**src/rtl/video_pattern_source_if.sv**
```systemverilog
// Request/response FIFO ports shared by a scaler pipeline and its upstream
// pattern source; master is the source side that pops requests and pushes pixels.
interface video_pattern_source_if #(
    parameter int CHUNK_BITS = 5
);
    localparam int REQUEST_BITS = 11 + (11 - CHUNK_BITS);

    // Handshake: a request is consumed on a rising edge where
    // requestFifoReadEnable is high (only legal while requestFifoEmpty is low);
    // a pixel is transferred on a rising edge where responseFifoWriteEnable is high
    // (only legal while responseFifoFull is low). Read data is show-ahead.
    logic                    requestFifoReadEnable;
    logic                    requestFifoEmpty;
    logic [REQUEST_BITS-1:0] requestFifoReadData;
    logic                    responseFifoWriteEnable;
    logic                    responseFifoFull;
    logic [15:0]             responseFifoWriteData;

    modport master (
        output requestFifoReadEnable,
        input  requestFifoEmpty,
        input  requestFifoReadData,
        output responseFifoWriteEnable,
        input  responseFifoFull,
        output responseFifoWriteData
    );

    modport slave (
        input  requestFifoReadEnable,
        output requestFifoEmpty,
        output requestFifoReadData,
        input  responseFifoWriteEnable,
        output responseFifoFull,
        input  responseFifoWriteData
    );
endinterface

```
**src/rtl/video_pattern_source.sv**
```systemverilog
// Answers scaler chunk requests with CHUNK_SIZE pixels of a synthesized RGB565 pattern.
// Optional frame border/clipping enabled by defining VIDEO_PATTERN_SOURCE_BORDER_EN.
module video_pattern_source #(
    parameter  int CHUNK_BITS     = 5,
    localparam int HACTIVE_BITS   = 11,
    localparam int VACTIVE_BITS   = 11,
    localparam int CHUNKNUM_BITS  = HACTIVE_BITS - CHUNK_BITS,
    localparam int REQUEST_BITS   = VACTIVE_BITS + CHUNKNUM_BITS,
    localparam int BITS_PER_PIXEL = 16
) (
    input  logic                      scalerClock,
    input  logic                      reset,
    input  logic [1:0]                patternMode,
    input  logic [BITS_PER_PIXEL-1:0] solidColor,
    input  logic [3:0]                barShift,
    input  logic [VACTIVE_BITS-1:0]   frameRows,
    input  logic [HACTIVE_BITS-1:0]   frameColumns,
    video_pattern_source_if.master    bus,
    output logic [0:0]                debug_state_o
);
    localparam logic [0:0] IDLE = 1'b0;
    localparam logic [0:0] EMIT = 1'b1;

    localparam logic [CHUNK_BITS-1:0] IDX_ONE  = 1;
    localparam logic [CHUNK_BITS-1:0] IDX_LAST = '1;

    logic [0:0]                state_q, state_d;
    logic [CHUNK_BITS-1:0]     pixel_index_q, pixel_index_d;
    logic [VACTIVE_BITS-1:0]   row_q, row_d;
    logic [CHUNKNUM_BITS-1:0]  chunk_q, chunk_d;
    logic [1:0]                mode_q, mode_d;
    logic [BITS_PER_PIXEL-1:0] solid_q, solid_d;
    logic [3:0]                bar_shift_q, bar_shift_d;
`ifdef VIDEO_PATTERN_SOURCE_BORDER_EN
    logic [VACTIVE_BITS-1:0]   frame_rows_q, frame_rows_d;
    logic [HACTIVE_BITS-1:0]   frame_cols_q, frame_cols_d;
`endif

    logic                      read_en;
    logic                      write_en;
    logic [HACTIVE_BITS-1:0]   col;
    logic [HACTIVE_BITS-1:0]   bar_raw;
    logic [2:0]                bar_idx;
    logic [BITS_PER_PIXEL-1:0] pattern_px;
    logic [BITS_PER_PIXEL-1:0] pixel;

    always_comb begin
        state_d       = state_q;
        pixel_index_d = pixel_index_q;
        row_d         = row_q;
        chunk_d       = chunk_q;
        mode_d        = mode_q;
        solid_d       = solid_q;
        bar_shift_d   = bar_shift_q;
`ifdef VIDEO_PATTERN_SOURCE_BORDER_EN
        frame_rows_d  = frame_rows_q;
        frame_cols_d  = frame_cols_q;
`endif
        read_en       = 1'b0;
        write_en      = 1'b0;
        case (state_q)
            IDLE: begin
                if (!bus.requestFifoEmpty) begin
                    read_en       = 1'b1;
                    row_d         = bus.requestFifoReadData[REQUEST_BITS-1 -: VACTIVE_BITS];
                    chunk_d       = bus.requestFifoReadData[CHUNKNUM_BITS-1:0];
                    mode_d        = patternMode;
                    solid_d       = solidColor;
                    bar_shift_d   = barShift;
`ifdef VIDEO_PATTERN_SOURCE_BORDER_EN
                    frame_rows_d  = frameRows;
                    frame_cols_d  = frameColumns;
`endif
                    pixel_index_d = '0;
                    state_d       = EMIT;
                end
            end
            EMIT: begin
                // Backpressure simply freezes the index, so data stays stable while full.
                if (!bus.responseFifoFull) begin
                    write_en = 1'b1;
                    if (pixel_index_q == IDX_LAST) begin
                        pixel_index_d = '0;
                        state_d       = IDLE;
                    end else begin
                        pixel_index_d = pixel_index_q + IDX_ONE;
                    end
                end
            end
            default: state_d = IDLE;
        endcase
    end

    always_comb begin
        col     = {chunk_q, pixel_index_q};
        bar_raw = col >> bar_shift_q;
        // Saturate so wide columns stay on the last (black) bar instead of wrapping.
        bar_idx = (bar_raw > 11'd7) ? 3'd7 : bar_raw[2:0];
        case (mode_q)
            2'd0: pattern_px = solid_q;
            2'd1: pattern_px = {col[7:3], col[7:2], col[7:3]};
            2'd2: begin
                case (bar_idx)
                    3'd0:    pattern_px = 16'hFFFF;
                    3'd1:    pattern_px = 16'hFFE0;
                    3'd2:    pattern_px = 16'h07FF;
                    3'd3:    pattern_px = 16'h07E0;
                    3'd4:    pattern_px = 16'hF81F;
                    3'd5:    pattern_px = 16'hF800;
                    3'd6:    pattern_px = 16'h001F;
                    default: pattern_px = 16'h0000;
                endcase
            end
            default: pattern_px = (col[3] ^ row_q[3]) ? 16'hFFFF : 16'h0000;
        endcase
        pixel = pattern_px;
`ifdef VIDEO_PATTERN_SOURCE_BORDER_EN
        if ((row_q >= frame_rows_q) || (col >= frame_cols_q)) begin
            pixel = 16'h0000;
        end else if ((row_q == 11'd0) || (row_q == frame_rows_q - 11'd1) ||
                     (col == 11'd0) || (col == frame_cols_q - 11'd1)) begin
            pixel = 16'hFFFF;
        end
`endif
    end

`ifndef VIDEO_PATTERN_SOURCE_BORDER_EN
    logic unused_frame_cfg;
    assign unused_frame_cfg = ^{frameRows, frameColumns, row_q};
`endif

    always_ff @(posedge scalerClock) begin
        if (reset) begin
            state_q       <= IDLE;
            pixel_index_q <= '0;
            row_q         <= '0;
            chunk_q       <= '0;
            mode_q        <= '0;
            solid_q       <= '0;
            bar_shift_q   <= '0;
`ifdef VIDEO_PATTERN_SOURCE_BORDER_EN
            frame_rows_q  <= '0;
            frame_cols_q  <= '0;
`endif
        end else begin
            state_q       <= state_d;
            pixel_index_q <= pixel_index_d;
            row_q         <= row_d;
            chunk_q       <= chunk_d;
            mode_q        <= mode_d;
            solid_q       <= solid_d;
            bar_shift_q   <= bar_shift_d;
`ifdef VIDEO_PATTERN_SOURCE_BORDER_EN
            frame_rows_q  <= frame_rows_d;
            frame_cols_q  <= frame_cols_d;
`endif
        end
    end

    // Strobes are gated by reset so nothing is popped or pushed while resetting.
    assign bus.requestFifoReadEnable   = read_en & ~reset;
    assign bus.responseFifoWriteEnable = write_en & ~reset;
    assign bus.responseFifoWriteData   = (state_q == EMIT) ? pixel : 16'h0000;
    assign debug_state_o               = state_q;
endmodule

```
**src/flat_wrapper.sv**
```systemverilog
// flat-port wrapper written by rule: the top's interface ports become plain ports
module video_pattern_source_flat 
#(
    parameter  int CHUNK_BITS     = 5,
    localparam int HACTIVE_BITS   = 11,
    localparam int VACTIVE_BITS   = 11,
    localparam int CHUNKNUM_BITS  = HACTIVE_BITS - CHUNK_BITS,
    localparam int REQUEST_BITS   = VACTIVE_BITS + CHUNKNUM_BITS,
    localparam int BITS_PER_PIXEL = 16
)
  (scalerClock, reset, patternMode, solidColor, barShift, frameRows, frameColumns, debug_state_o, bus_requestFifoReadEnable, bus_requestFifoEmpty, bus_requestFifoReadData, bus_responseFifoWriteEnable, bus_responseFifoFull, bus_responseFifoWriteData);
  video_pattern_source_if #(.CHUNK_BITS(CHUNK_BITS)) bus_i ();
  input  logic scalerClock;
  input  logic reset;
  input  logic [1:0] patternMode;
  input  logic [BITS_PER_PIXEL-1:0] solidColor;
  input  logic [3:0] barShift;
  input  logic [VACTIVE_BITS-1:0] frameRows;
  input  logic [HACTIVE_BITS-1:0] frameColumns;
  output logic [0:0] debug_state_o;
  output wire logic [$bits(bus_i.requestFifoReadEnable)-1:0] bus_requestFifoReadEnable;
  input wire logic [$bits(bus_i.requestFifoEmpty)-1:0] bus_requestFifoEmpty;
  input wire logic [$bits(bus_i.requestFifoReadData)-1:0] bus_requestFifoReadData;
  output wire logic [$bits(bus_i.responseFifoWriteEnable)-1:0] bus_responseFifoWriteEnable;
  input wire logic [$bits(bus_i.responseFifoFull)-1:0] bus_responseFifoFull;
  output wire logic [$bits(bus_i.responseFifoWriteData)-1:0] bus_responseFifoWriteData;
  assign bus_requestFifoReadEnable = bus_i.requestFifoReadEnable;
  assign bus_i.requestFifoEmpty = bus_requestFifoEmpty;
  assign bus_i.requestFifoReadData = bus_requestFifoReadData;
  assign bus_responseFifoWriteEnable = bus_i.responseFifoWriteEnable;
  assign bus_i.responseFifoFull = bus_responseFifoFull;
  assign bus_responseFifoWriteData = bus_i.responseFifoWriteData;
  video_pattern_source #(.CHUNK_BITS(CHUNK_BITS)) u_core (.scalerClock(scalerClock), .reset(reset), .patternMode(patternMode), .solidColor(solidColor), .barShift(barShift), .frameRows(frameRows), .frameColumns(frameColumns), .bus(bus_i), .debug_state_o(debug_state_o));
endmodule
```
**config.mk**
```make
export PLATFORM = sky130hd
export DESIGN_NAME = video_pattern_source_flat
export DESIGN_NICKNAME = d
export VERILOG_FILES = /design/src/rtl/video_pattern_source_if.sv /design/src/rtl/video_pattern_source.sv /design/src/flat_wrapper.sv
export SDC_FILE = /design/constraint.sdc
export NUM_CORES = 1
export LEC_CHECK = 0
export ABC_CLOCK_PERIOD_IN_PS = 1900
export CAP_MARGIN = 30
export CORE_MARGIN = 10
export CORE_UTILIZATION = 39
export DETAILED_ROUTE_END_ITERATION = 12
export GPL_TIMING_DRIVEN = 0
export PLACE_DENSITY = 0.8
export SETUP_SLACK_MARGIN = 0.15
export SKIP_LAST_GASP = 1
export SYNTH_ARGS = -nofsm -noshare
export SYNTH_HDL_FRONTEND = slang
export SYNTH_SLANG_ARGS = --single-unit
```
**constraint.sdc**
```tcl
create_clock -name scalerClock -period 1.9 [get_ports scalerClock]
set_input_delay 0.285 -clock scalerClock [delete_from_list [all_inputs] [get_ports scalerClock]]
set_output_delay 0.285 -clock scalerClock [all_outputs]
set_load 0.005 [all_outputs]
```
Word-level counts from Yosys, hierarchy flattened
Index checks and enable logic that the tools add are counted.
{"block": "classes", "shifts": 1, "mux": 16, "eq_ne": 11, "n_lt_le_gt_ge": 1, "n_addsub": 1, "n_bitwise": 6, "reduce_logical": 4}
{"operator": "one-hot mux 16 bit (7 select lines)", "n": 1}
{"operator": "one-hot mux 16 bit (3 select lines)", "n": 1}
{"operator": "2-to-1 mux 16 bit", "n": 2}
{"operator": "2-to-1 mux 5 bit", "n": 3}
{"operator": "> comparator 11 x 3 -> 1 bit, second input constant", "n": 1}
{"operator": "right shift 11 x 4 -> 11 bit", "n": 1}
{"operator": "one-hot mux 5 bit (2 select lines)", "n": 1}
{"operator": "equality test 3 bit, second input constant", "n": 3}
{"operator": "equality test 3 x 2 -> 1 bit, second input constant", "n": 2}
{"operator": "2-to-1 mux 1 bit", "n": 6}
{"operator": "adder 5 x 1 -> 5 bit, second input constant", "n": 1}
{"operator": "equality test 5 bit, second input constant", "n": 1}
{"operator": "!= test 2 bit, second input constant", "n": 2}
{"operator": "AND reduction 2 bit", "n": 2}
{"operator": "equality test 3 x 1 -> 1 bit, second input constant", "n": 1}
{"operator": "zero test 3 bit", "n": 1}
{"operator": "2-to-1 mux 3 bit", "n": 1}
{"operator": "NOT 1 bit", "n": 3}
{"operator": "bitwise AND 1 bit", "n": 2}
{"operator": "equality test 2 x 1 -> 1 bit, second input constant", "n": 1}
{"operator": "equality test 2 bit, second input constant", "n": 1}
{"operator": "zero test 2 bit", "n": 1}
{"operator": "one-hot mux 1 bit (2 select lines)", "n": 1}
{"operator": "XOR 1 bit", "n": 1}
{"block": "totals", "register_bits": 38, "out_inout_bits": 19, "wordCells": 47}

Logic depth before layout (Yosys ltp)
Gate-level depths: netlist of the first run.
{"block": "depth", "depth_word": 7, "depth_mapped": 8, "mapped_depth_nobuf": 6}

Worst setup path before layout of the first run
OpenSTA, ideal clock, no wires.
{"block": "synth_timing", "path_kind": "register to output", "start": "register u_core.pixel_index_q[3]", "end": "output port bus_responseFifoWriteData[0]", "path_stages_with_launch": 7, "slack_ns": -0.093, "n_path_buf": 1, "t_arrival_ns": 1.708, "cell_sequence": "dfxtp_1 buf_6 mux4_2 nand2b_1 a32o_1 a2111o_1 o21ai_1"}
{"block": "synth_between", "elab_chain_cells": 7, "elab_cells_between_ends": 15}
{"element": "start, declared", "line": "video_pattern_source.sv:28", "rtl": "logic [CHUNK_BITS-1:0] pixel_index_q, pixel_index_d;"}
{"element": "start signal, assigned", "line": "video_pattern_source.sv:147", "rtl": "pixel_index_q <= pixel_index_d;"}
{"element": "right shift 11 x 4 -> 11 bit", "line": "video_pattern_source.sv:96", "rtl": "bar_raw = col >> bar_shift_q;"}
{"element": "> comparator 11 x 3 -> 1 bit", "line": "video_pattern_source.sv:98", "rtl": "bar_idx = (bar_raw > 11'd7) ? 3'd7 : bar_raw[2:0];"}
{"element": "2-to-1 mux 3 bit", "line": "video_pattern_source.sv:98"}
{"element": "equality test 3 bit (tied with other cells)", "line": "video_pattern_source.sv:103", "rtl": "case (bar_idx)"}
{"element": "one-hot mux 16 bit (7 select lines)", "line": "video_pattern_source.sv:103"}
{"element": "one-hot mux 16 bit (3 select lines) (*)", "line": "video_pattern_source.sv:99", "rtl": "case (mode_q)"}
{"element": "2-to-1 mux 16 bit (*)", "line": "video_pattern_source.sv:163", "rtl": "assign bus.responseFifoWriteData = (state_q == EMIT) ? pixel : 16'h0000;"}
{"element": "end, declared", "line": "flat_wrapper.sv:26", "rtl": "output wire logic [$bits(bus_i.responseFifoWriteData)-1:0] bus_responseFifoWriteData;"}
Every way passes the cells marked *; elsewhere a longest branch is shown, timed or not.

Worst setup path after layout of the first run
{"block": "layout_timing", "start": "register u_core.pixel_index_q[3]", "end": "output port bus_responseFifoWriteData[4]"}
Same word-level chain as after synthesis.

==> flow_metrics.env, run 1 <==
export IMPL_status="complete, but fails checks"
export IMPL_violations="negative setup slack"
export IMPL_antenna_found_initial=0
export IMPL_timing_hold_ws_ns=0.364
export IMPL_dieWidth_um=92.4
export IMPL_gp_congestion=0.914
export IMPL_rows=26
export IMPL_startpoint_type="flip-flop"
export IMPL_yosysSeqAreaShare_pct=34.2
export IMPL_clock_skew_ns=0.00419
export IMPL_drt_vias_per_instance=5.38
export IMPL_final_core_util_pct=58.9
export IMPL_grt_max_degree=13
export IMPL_grt_overflow_total=0
export IMPL_ctsHoldBuffers=0
export IMPL_power_density_nw_per_um2=672
export IMPL_crit_arrival_ns=2.21
export IMPL_worst_pin_slew_ns=0.503
export IMPL_synth_edf_count=0
export IMPL_power_total_mw=2.02
export IMPL_setup_violations_final=16
export IMPL_grt_pass1_vias=2153
export IMPL_grt_pass1_wl_um=10300
export IMPL_layout_setup_ws_ns=-0.600
export IMPL_cts_tree="done"
export IMPL_setup_worst_path_class="flip-flop to primary output"
export IMPL_grt_util_all_layers_pct=14.6
export IMPL_start_util_pct=40.1
export IMPL_clockRootBuffer="clkbuf_8"
export IMPL_drive_above_1_share_pct=26.4
export IMPL_portBuffers=50
export IMPL_clkLatencyLatePin_ns=0.29
export IMPL_end_kind="primary output"
export IMPL_drt_wl_total_um=6400
export IMPL_clkTransAtPathRegs_ns=0.08
export IMPL_num_io_pins=84
export IMPL_dieHeight_um=92.4
export IMPL_syn_num_nets=325
export IMPL_syn_area_per_cell_um2=7.93
export IMPL_hold_path_class="input pin to flip-flop"
export IMPL_drc=0
export IMPL_dp_final_hpwl_um=4440
export IMPL_synth_flop_cell="dfxtp_1"
export IMPL_cp_required_ns=1.62
export IMPL_wl_per_cell_um=16.0
export IMPL_antennaDiodeCount=0
export IMPL_fin_setup_tns_ns=-8.68
export IMPL_cts_max_path_buffers=2
export IMPL_rsz0062_at_grt="yes"
export IMPL_dieArea_um2=8550
export IMPL_cts_buffers=5
export IMPL_clock_sinks=35
export IMPL_first_pass_iters=4
export IMPL_core_um2=5110
export IMPL_final_hold_viol_count=0
export IMPL_dp_slack_ns=-0.645
export IMPL_fmax_ghz=0.400
export IMPL_cts_max_level=2
export IMPL_antenna_left=0
export IMPL_p_leak_nw=1.17
export IMPL_synth_cell_area_um2=2050
export IMPL_ys_ff_latch=35
export IMPL_synth_distinct_cells=42
export IMPL_final_max_slew_viol_count=0
export IMPL_cap_violations=0
export IMPL_syn_instance_count=258
export IMPL_cp_max_fo=4
export IMPL_yosysWarnings=0
export IMPL_drt_iter0_drc=150
export IMPL_syn_to_final_growth_pct=46.9
export IMPL_synthArstFlopShare_pct=0
export IMPL_vias=2145
export IMPL_slew_headroom_pct=66.5
export IMPL_post_route_period_util_pct=132
export IMPL_vdd_drop_max_mv=0.396
export IMPL_period_minus_slack_ns=2.50
export IMPL_nNetsFinal=395
export IMPL_n_fill_cell=449
[final cells by class]
class / count / area (µm²) / area share (%)
inverter: 3 / 11.3 / 0.374
multi-input combinational: 199 / 1360 / 45.3
clock buffer: 5 / 68.8 / 2.29
buffer: 21 / 161 / 5.37
sequential: 35 / 708 / 23.5
clock inverter: 3 / 67.6 / 2.25
timing repair buffer: 63 / 541 / 18.0
tap: 70 / 87.6 / 2.91
[final timing paths]
check | slack (ns) | startpoint | cells after the start | endpoint
worst min register to register | 0.46 | u_core.solid_q[5]$_SDFFE_PP0P_ | 2 | u_core.solid_q[5]$_SDFFE_PP0P_
worst max register to register | 0.31 | u_core.pixel_index_q[1]$_SDFFE_PP0P_ | 6 | u_core.pixel_index_q[3]$_SDFFE_PP0P_
worst max-delay path | -0.60 | u_core.pixel_index_q[3]$_SDFFE_PP0P_ | 8 | bus_responseFifoWriteData[4]
worst min-delay path | 0.36 | reset | 2 | u_core.solid_q[1]$_SDFFE_PP0P_
[where the power goes]
group,leakage (nW),switching (mW),internal (mW)
clock,0.0644,0.293,0.523
combinational,0.820,0.190,0.202
sequential,0.289,0.0396,0.772
total,1.17,0.523,1.50
[kinds of logic (layout without fill, tap and decap cells)]
| group | count (synthesis) | count (layout) | synth area share [%] |
|---|---|---|---|
| adder cells (fa/ha/maj) | 2 | 2 | 1.22 |
| XOR/XNOR | 1 | 1 | 0.428 |
| multiplexers | 11 | 11 | 8.80 |
| AO/OA/AOI/OAI | 89 | 89 | 27.4 |
| AND/OR/NAND/NOR | 96 | 96 | 20.8 |
| buffers and inverters | 24 | 95 | 7.03 |
| flip-flops | 35 | 35 | 34.2 |
[critical path: stages, from the launching register on]
cell and delay, ns:
dfxtp_2 0.32, buf_6 0.11, mux4_2 0.45, nand2b_4 0.15, a32o_2 0.24, a2111o_1 0.33, buf_6 0.15, o21ai_2 0.05
buf_2 0.13
[placed cells by master (no fill, tap or decap), types with 6 or more instances in the layout]
cell / count
a21boi_0: 15
a21oi_1: 33
buf_2: 18
buf_4: 9
buf_6: 6
clkbuf_1: 10
clkbuf_8: 7
clkdlybuf4s50_1: 33
dfxtp_1: 29
dfxtp_2: 6
mux2i_1: 6
nand2_1: 61
nor2_1: 11
o21ai_0: 9
o22ai_2: 10
[cells in the mapped netlist, types with 5 or more instances]
library cell	n	share of area [%]
mux2i_1	6	2.9
nor2b_1	5	1.5
o21ai_1	6	1.5
o21ai_0	9	2.2
o22ai_1	11	3.4
dfxtp_1	35	34
nor2_1	12	2.2
nand2_1	61	11
nor3_1	5	1.2
a21boi_0	15	5.5
a21oi_1	33	8.1
clkbuf_1	13	2.4
[sequential cells by signal, summed over array words and instances, names as in the netlist]
| signal | count |
|---|---|
| u_core.debug_state_o | 1 |
| u_core.chunk_q | 6 |
| u_core.pixel_index_q | 5 |
| u_core.row_q | 1 |
| u_core.bar_shift_q | 4 |
| u_core.mode_q | 2 |
| u_core.solid_q | 16 |
[routing by layer]
layer	vias to the layer above	GRT usage [%]	part of all wire, %
met5	-	0	0
met4	0	5.78	1.8
met3	13	3.23	5.2
met2	68	24.8	50
met1	1013	17.4	43
li1	1051	-	-
[stage by stage]
stage	std cells	instance area [µm²]
floorplan	258	2130
global placement	378	2720
detailed placement	378	2720
CTS	397	2970
global route	399	3010
finish	399	3010
[repair_timing]
| action | CTS | global route |
|---|---|---|
| pin swaps | 5 | 1 |
| gates resized for setup | 87 | 12 |
| endpoints found under the setup margin | 18 | 29 |
| setup buffers | 10 | 2 |
| cloned | 1 | 0 |
(Power assumes the default switching activity.)
==> run 2: changes to the inputs <==
--- a/config.mk
+++ b/config.mk
@@ -11,7 +11,7 @@
 export CORE_UTILIZATION = 39
 export DETAILED_ROUTE_END_ITERATION = 12
 export GPL_TIMING_DRIVEN = 0
-export PLACE_DENSITY = 0.8
+export PLACE_DENSITY = 0.81
 export SETUP_SLACK_MARGIN = 0.15
 export SKIP_LAST_GASP = 1
 export SYNTH_ARGS = -nofsm -noshare
==> constraint.sdc (replaced) <==
create_clock -name scalerClock -period 1.9 [get_ports scalerClock]
set_input_delay 0.475 -clock scalerClock [delete_from_list [all_inputs] [get_ports scalerClock]]
set_output_delay 0.475 -clock scalerClock [all_outputs]
set_load 0.005 [all_outputs]
==> flow_metrics.env, run 2 (synthesized netlist as in run 1, its figures left out) <==
export IMPL_p_leak_nw=1.14
export IMPL_cp_max_fo=8
export IMPL_antenna_left=0
export IMPL_met2_wirelength_um=3100
export IMPL_cp_required_ns=1.42
export IMPL_cts_max_level=2
export IMPL_met1_length_um=2740
export IMPL_cts_tree="done"
export IMPL_setup_violations_final=16
export IMPL_grt_pass1_vias=2053
export IMPL_start_util_pct=40.1
export IMPL_timing_hold_ws_ns=0.463
export IMPL_cts_max_path_buffers=2
export IMPL_clkLatencyLatePin_ns=0.30
export IMPL_crit_arrival_ns=2.22
export IMPL_worst_pin_slew_ns=0.490
export IMPL_clock_skew_ns=0.00512
export IMPL_cap_violations=0
export IMPL_period_minus_slack_ns=2.69
export IMPL_grt_overflow_total=0
export IMPL_power_density_nw_per_um2=612
export IMPL_setup_worst_path_class="flip-flop to primary output"
export IMPL_topRoutingLayerUsed="met4"
export IMPL_ctsHoldBuffers=0
export IMPL_drt_iter0_drc=140
export IMPL_final_hold_viol_count=0
export IMPL_violations="negative setup slack"
export IMPL_vdd_drop_max_mv=0.449
export IMPL_final_common_cell="nand2_1"
export IMPL_drt_vias_per_instance=5.40
export IMPL_grt_max_degree=14
export IMPL_dp_final_hpwl_um=4420
export IMPL_final_max_slew_viol_count=0
export IMPL_clockRootBuffer="clkbuf_8"
export IMPL_seqCellArea_um2=708
export IMPL_vias=2160
export IMPL_grt_util_all_layers_pct=14.8
export IMPL_grt_pass1_wl_um=10400
export IMPL_post_route_period_util_pct=142
export IMPL_wl_met3_um=308
export IMPL_multiInputGateArea_um2=1320
export IMPL_syn_to_final_growth_pct=41.3
export IMPL_core_um2=5110
export IMPL_largest_reg_flops=16
export IMPL_dieHeight_um=92.4
export IMPL_cts_buffers=5
export IMPL_hold_path_class="flip-flop to flip-flop"
export IMPL_dieArea_um2=8550
export IMPL_antenna_found_initial=0
export IMPL_drive_above_1_share_pct=25.5
export IMPL_num_io_pins=84
export IMPL_status="complete, but fails checks"
export IMPL_n_fill_cell=473
export IMPL_rows=26
export IMPL_regMostFlops="u_core.solid_q"
export IMPL_layout_setup_ws_ns=-0.791
export IMPL_rsz0062_at_grt="yes"
export IMPL_clkTransAtPathRegs_ns=0.08
export IMPL_portBuffers=50
export IMPL_wl_per_cell_um=15.8
export IMPL_drc=0
export IMPL_end_kind="primary output"
export IMPL_dpl_cell_count=378
export IMPL_stdcell_count=400
export IMPL_startpoint_type="flip-flop"
export IMPL_dieWidth_um=92.4
export IMPL_mostFrequentLayoutCells="nand2_1, a21oi_1, dfxtp_1"
export IMPL_first_pass_iters=5
export IMPL_slew_headroom_pct=67.3
export IMPL_fmax_ghz=0.372
export IMPL_layout_top_registers="u_core.solid_q: 16 flops, u_core.chunk_q: 6 flops, u_core.pixel_index_q: 5 flops"
export IMPL_antennaDiodeCount=0
export IMPL_drt_wl_total_um=6320
export IMPL_nNetsFinal=396
export IMPL_gp_congestion=0.909
export IMPL_clock_sinks=35
run 2: cell count changes in the layout (fill, tap and decap cells not counted), sizes merged:
cell           previous run  this run
clkdlybuf4s50            33        30
clkinv                    0         2
buf                      35        38
clkdlybuf4s15             0         1
bufinv                    2         0
run 2: repair_timing:
action                                  4_1_cts  5_1_grt
buffers inserted                              8        5
pin swaps                                     4        2
endpoints found under the setup margin       29       29
hold endpoints to repair                      0        0
cloned                                        1        0
gates resized for setup                      80       19
run 2: critical path, cell delays in order (launching register included):
cell       delay, ns
dfxtp_2         0.36
buf_6           0.14
nor2b_4         0.05
a2111oi_2       0.33
o221ai_1        0.21
a211o_1         0.37
buf_6           0.16
o22ai_2         0.15
buf_2           0.15
run 2: per-stage QoR:
| stage | TNS [ns] | util (%) | setup slack (ns) | power (mW) | area, µm² |
|---|---|---|---|---|---|
| finish | -12.17 | 56.6 | -0.791 | 1.77 | 2890 |
| global route | -13.31 | 56.6 | -0.862 | 1.85 | 2890 |
| CTS | -11.95 | 55.4 | -0.771 | 1.75 | 2830 |
| detailed placement | -17.08 | 53.2 | -0.851 | 1.19 | 2720 |
| global placement | -16.33 | 53.2 | -0.800 | 1.18 | 2720 |
| floorplan | -2.73 | - | -0.187 | 1.02 | 2130 |
run 2: path summary, 6_finish.rpt:
check	slack [ns]	startpoint	to	cells after the start
max	-0.79	u_core.bar_shift_q[1]$_SDFFE_PP0P_	bus_responseFifoWriteData[8]	8
min	0.46	u_core.solid_q[5]$_SDFFE_PP0P_	u_core.solid_q[5]$_SDFFE_PP0P_	2
max reg2reg	0.30	u_core.pixel_index_q[0]$_SDFFE_PP0P_	u_core.pixel_index_q[3]$_SDFFE_PP0P_	6
min reg2reg	0.46	u_core.solid_q[5]$_SDFFE_PP0P_	u_core.solid_q[5]$_SDFFE_PP0P_	2
run 2: metal layers:
metal / vias up / track usage [%]
met1: 1006 / 17.6
met5: - / 0
met4: 0 / 6.81
met2: 77 / 25.1
li1: 1060 / -
met3: 17 / 3.07
run 2: power breakdown:
group	internal (mW)	switching (mW)	leakage [nW]
clock network	0.262	0.314	0.0443
logic	0.197	0.187	0.811
registers	0.771	0.0383	0.289
total	1.23	0.539	1.14
run 2: area by class of cell:
cell class / count / area share [%]
buffer: 21 / 5.28
clock buffer: 5 / 2.38
tap: 70 / 3.03
timing repair buffer: 64 / 17.9
inverter: 3 / 0.389
sequential: 35 / 24.5
clock inverter: 3 / 0.865
multi-input combinational: 199 / 45.7
